===== src/rtl/l2_writeback_queue.sv =====
// L2 victim writeback queue: a circular FIFO of dirty lines drained to memory
// as fixed-length AXI write bursts, with a snoop port for the fill path.
module l2_writeback_queue #(
   parameter int DEPTH     = 4,
   parameter int LINE_BITS = 512
) (
   input  logic                 clk,
   input  logic                 reset_n,
   input  logic                 wb_enqueue,
   input  logic [25:0]          wb_line_address,
   input  logic [LINE_BITS-1:0] wb_line_data,
   output logic                 wb_full,
   output logic                 wb_empty,
   input  logic [25:0]          snoop_address,
   output logic                 snoop_hit,
   output logic [31:0]          axi_awaddr,
   output logic [7:0]           axi_awlen,
   output logic                 axi_awvalid,
   input  logic                 axi_awready,
   output logic [31:0]          axi_wdata,
   output logic                 axi_wlast,
   output logic                 axi_wvalid,
   input  logic                 axi_wready,
   input  logic                 axi_bvalid,
   output logic                 axi_bready,
   output logic                 wb_overflow
);

   localparam int BEAT_BITS = 32;
   localparam int BEATS     = LINE_BITS / BEAT_BITS;
   localparam int PTR_W     = (DEPTH > 1) ? $clog2(DEPTH) : 1;
   localparam int CNT_W     = PTR_W + 1;
   localparam int BEAT_W    = (BEATS > 1) ? $clog2(BEATS) : 1;

   typedef enum logic [1:0] {
      ST_IDLE,
      ST_ADDR,
      ST_DATA,
      ST_RESP
   } state_t;

   state_t               r_state;
   state_t               w_next_state;
   logic [PTR_W-1:0]     r_head;
   logic [PTR_W-1:0]     r_tail;
   logic [CNT_W-1:0]     r_count;
   logic [BEAT_W-1:0]    r_beat;
   logic                 r_overflow;
   logic [25:0]          r_addr [DEPTH];
   logic [LINE_BITS-1:0] r_data [DEPTH];

   logic                 w_push;
   logic                 w_pop;

   assign wb_full     = (r_count == CNT_W'(DEPTH));
   assign wb_empty    = (r_count == '0);
   assign wb_overflow = r_overflow;

   // A pop while full frees the slot only on the next cycle, so the push
   // decision looks at the registered full flag alone.
   assign w_push = wb_enqueue && !wb_full;
   assign w_pop  = (r_state == ST_RESP) && axi_bvalid;

   // NOTE: line storage is deliberately left out of reset; validity comes
   // from head/count, so stale contents are never observed.
   always_ff @(posedge clk) begin
      if (w_push) begin
         r_addr[r_tail] <= wb_line_address;
         r_data[r_tail] <= wb_line_data;
      end
   end

   // NOTE: every flop below uses non-blocking assignment so all updates see
   // the same pre-edge values regardless of statement order.
   always_ff @(posedge clk or negedge reset_n) begin
      if (!reset_n) begin
         r_head     <= '0;
         r_tail     <= '0;
         r_count    <= '0;
         r_beat     <= '0;
         r_overflow <= 1'b0;
      end else begin
         if (w_push) begin
            r_tail <= r_tail + PTR_W'(1);
         end
         if (w_pop) begin
            r_head <= r_head + PTR_W'(1);
         end
         case ({w_push, w_pop})
            2'b10:   r_count <= r_count + CNT_W'(1);
            2'b01:   r_count <= r_count - CNT_W'(1);
            default: r_count <= r_count;
         endcase
         if (wb_enqueue && wb_full) begin
            r_overflow <= 1'b1;
         end
         if ((r_state == ST_ADDR) && axi_awready) begin
            r_beat <= '0;
         end else if ((r_state == ST_DATA) && axi_wready) begin
            r_beat <= r_beat + BEAT_W'(1);
         end
      end
   end

   always_ff @(posedge clk or negedge reset_n) begin
      if (!reset_n) begin
         r_state <= ST_IDLE;
      end else begin
         r_state <= w_next_state;
      end
   end

   // NOTE: every output of this block gets a default first so that no path
   // through the case statement can infer a latch.
   always_comb begin
      w_next_state = r_state;
      axi_awvalid  = 1'b0;
      axi_awaddr   = '0;
      axi_awlen    = '0;
      axi_wvalid   = 1'b0;
      axi_wdata    = '0;
      axi_wlast    = 1'b0;
      axi_bready   = 1'b0;
      case (r_state)
         ST_IDLE: begin
            if (!wb_empty) begin
               w_next_state = ST_ADDR;
            end
         end
         ST_ADDR: begin
            axi_awvalid = 1'b1;
            axi_awaddr  = {r_addr[r_head], 6'b0};
            axi_awlen   = 8'(BEATS - 1);
            if (axi_awready) begin
               w_next_state = ST_DATA;
            end
         end
         ST_DATA: begin
            axi_wvalid = 1'b1;
            axi_wdata  = r_data[r_head][32'(r_beat) * BEAT_BITS +: BEAT_BITS];
            axi_wlast  = (r_beat == BEAT_W'(BEATS - 1));
            if (axi_wready && axi_wlast) begin
               w_next_state = ST_RESP;
            end
         end
         ST_RESP: begin
            axi_bready = 1'b1;
            if (axi_bvalid) begin
               w_next_state = ST_IDLE;
            end
         end
         default: w_next_state = ST_IDLE;
      endcase
   end

   // An entry is live when its distance from head is below count; the head
   // stays live through its whole burst until the response pops it.
   always_comb begin
      snoop_hit = 1'b0;
      for (int i = 0; i < DEPTH; i++) begin
         if (({1'b0, PTR_W'(i) - r_head} < r_count) && (r_addr[i] == snoop_address)) begin
            snoop_hit = 1'b1;
         end
      end
   end

endmodule


===== config.mk =====
export PLATFORM = sky130hd
export DESIGN_NAME = l2_writeback_queue
export DESIGN_NICKNAME = d
export VERILOG_FILES = /design/src/rtl/l2_writeback_queue.sv
export SDC_FILE = /design/constraint.sdc
export NUM_CORES = 2
export LEC_CHECK = 0
export CAP_MARGIN = 25
export CORE_MARGIN = 5
export CORE_UTILIZATION = 58
export DETAILED_ROUTE_END_ITERATION = 12
export GPL_ROUTABILITY_DRIVEN = 0
export HOLD_SLACK_MARGIN = 0.05
export PLACE_DENSITY = 0.9
export SKIP_CTS_REPAIR_TIMING = 1
export SYNTH_ARGS = -nofsm -noshare
export SYNTH_HDL_FRONTEND = slang
export SYNTH_SLANG_ARGS = --single-unit

===== constraint.sdc =====
create_clock -name clk -period 16.2 [get_ports clk]
set_input_delay 2.43 -clock clk [delete_from_list [all_inputs] [get_ports clk]]
set_output_delay 2.43 -clock clk [all_outputs]
set_load 0.02 [all_outputs]

==> impl_metrics.tcl <==
set metrics [dict create \
    status "complete, no violations" \
    relSlewSlack_pct 15.1 \
    multi_input_area_um2 17600 \
    holdCritPathClass "register to register" \
    fin_crit_sh_pct 52.4 \
    antenna_found_initial 146 \
    place_ws_ps 8630 \
    final_cell_mix "edfxtp_1 (2152), clkdlybuf4s50_1 (639), mux4_2 (572)" \
    internal-power_mw 12.3 \
    ys_seq_area_share_pct 77.6 \
    drive_gt1_share_pct 21.0 \
    wl_per_cell_um 35.0 \
    synth_area_leaders "edfxtp_1 (77%), mux4_2 (15%), xor2_1 (0.99%), mux2i_1 (0.83%), buf_4 (0.59%)" \
    synthToLayoutAreaGrowth_pct 18.7 \
    power_mw 17.8 \
    leakagePower_nw 31.3 \
    cpMaxStageDelayCell "dfrtp_4" \
    tritoncts "done" \
    whs_path_depth 1 \
    final_cells 6562 \
    synthArstFlopShare_pct 0.646 \
    syn_area_per_cell_um2 23.0 \
    start_kind "register" \
    clk_path_buf_depth 3 \
    grt_usage_pct 29.3 \
    worst_slack_ps 7710 \
    ys_ff_latch 2166 \
    cap_violations 0 \
    dr_wl_met3_um 24000 \
    routed_wl_um 230000 \
    clk_latency_ps 870 \
    htreeDepth 4 \
    detail-route-antenna-nets 0 \
    crit_fanout 51 \
    synthCells 3635 \
    crit_top_cell "buf_4" \
    place_inst 6045 \
    cts_buffers 204 \
    max_slew.worst_pin.slew_ps 1270 \
    clock.fmax_mhz 118 \
    synthDominantCellAreaShare_pct 77.2 \
    rows 139 \
    synth_top_area_cell "edfxtp_1" \
    ff2ff_path_depth 6 \
    dominantRegCellSynth "edfxtp_1" \
    rsz0062_at_grt "false" \
    die_w_um 390 \
    synth_edf_count 2152 \
    met1_length_um 74300 \
    grt_pass1_wl_um 318000 \
    drt_pass1_iterations 6 \
    path_cells "buf_4 > buf_4 > mux2i_1 > a211oi_1 > o21ai_0 > o22ai_1 > clkdlybuf4s50_1" \
    clkPwrFrac_pct 26.8 \
    crit_required_ps 13770 \
    dieArea_um2 152000 \
    wl_met2_um 114000 \
    cpPeakStageDelay_ps 870 \
    hold_viol 0 \
    seq_area_um2 65000 \
    yosys_warnings 0 \
    grt_pass1_vias 44600 \
    die_h_um 390 \
    cts.sinks 2166 \
    setup.worst_path.class "register to primary output" \
    p_seq_share_pct 43.9 \
    highest_layer "met5" \
    drtIter0Drc 5656 \
    finalMaxSlewViolations 0 \
    clk_pin_slew_ps 60 \
    remaining_drc_errors 0 \
    swShare_pct 31.0 \
    core_area_um2 143000 \
    synth.distinct_cells 46 \
    fin_setup_tns_ps 0 \
    clock_skew_ps 39.8 \
    crit_arrival_ps 6060 \
    setup_viol 0 \
    io_pins 650 \
    nFillCells 8127 \
    nNetsFinal 4938 \
    cp-end-kind "primary output" \
    port_buffers 639 \
    period_needed_ps 8490 \
    final_common_cell "edfxtp_1" \
    peakVddDrop_mv 0.141 \
    powerDensity_nw_per_um2 180 \
    viasPerCell 6.70 \
    power.switching_mw 5.52 \
    cts_root_buf "clkbuf_16" \
    grt_overflow 0 \
    mappedNetlistArea_um2 83700 \
    initial_utilization_pct 58.3 \
    comb_power_share_pct 29.3 \
    grt_max_degree 162 \
    vias 44000 \
    dp_hpwl_um 135000 \
]
-- stage by stage --
step                      util (%)  hold slack [ps]  instance area, um^2
final                         69.2              492                99300
after global routing          69.1              523                99200
after CTS                     68.9              492                98800
after detailed placement      64.2              484                92100
after global placement        64.1              438                92000
after floorplan                  -              472                83700
-- flip-flops by register name (all words and copies together), names as in the netlist --
signal	count
r_data	2048
r_tail	2
r_head	2
r_addr	104
r_state	2
r_beat	4
wb_overflow	1
r_count	3
-- path summary, 6_finish.rpt --
| check | start | end | slack, ps |
|---|---|---|---|
| min in group asynchronous | reset_n | r_beat[1] | 2110 |
| hold reg to reg | wb_overflow | wb_overflow | 490 |
| setup / recovery | r_beat[1] | axi_wdata[1] | 7710 |
| hold / removal | wb_overflow | wb_overflow | 490 |
| setup reg to reg | r_count[0] | r_data[3][496] | 11890 |
| max in group asynchronous | reset_n | r_head[0] | 13450 |
-- power by group through the flow --
stage	Combinational (mW)	Clock (mW)	Sequential, mW
CTS	5.19	4.80	7.80
finish	5.22	4.78	7.82
global placement	4.95	0	7.74
detailed placement	5.07	0	7.85
floorplan	3.49	0	8.34
global route	5.48	5.10	7.86
-- kinds of logic after synthesis --
kind of cell	Yosys count	synth area share [%]
DFF	2166	77.6
muxes	648	16.3
and+or+nand+nor	249	1.40
AOI/OAI and AO/OA	222	1.81
buffers and inverters	219	1.38
xor gates and xnor gates	114	1.19
adders and majority gates	16	0.248
other	1	0.00448
-- Yosys cell counts (15+ instances only) --
master / n
nor2_1: 49
edfxtp_1: 2152
ha_1: 15
and2_1: 35
xor2_1: 95
clkbuf_1: 69
buf_1: 17
buf_2: 46
o21ai_0: 35
a32oi_1: 16
nand3_1: 19
a31oi_1: 18
a22o_1: 16
nor4_1: 23
inv_1: 16
xnor2_1: 19
mux2i_1: 69
nand2_1: 96
buf_4: 66
a22oi_1: 34
o22ai_1: 43
mux4_2: 572
a21oi_1: 17
-- worst max-delay path: cells and delay by family (launching register included) --
family,cells,cell delay [ps]
AO/OA/AOI/OAI,3,1380
buffers and inverters,3,2350
flip-flops,1,870
multiplexers,1,380
-- cell type report --
cell class	count	share of cell area, %
sequential	2166	65.5
inverter	17	0.0643
multi-input combinational	1259	17.7
clock inverter	129	1.45
clock buffer	246	5.31
timing repair buffer	704	7.24
tap	1903	2.40
antenna	138	0.348
-- layer usage --
metal	vias up	global-route usage, %
li1	17000	-
met1	22600	36.3
met2	3451	47.2
met3	807	7.38
met4	40	18.1
met5	-	0
(Power assumes the default switching activity.)
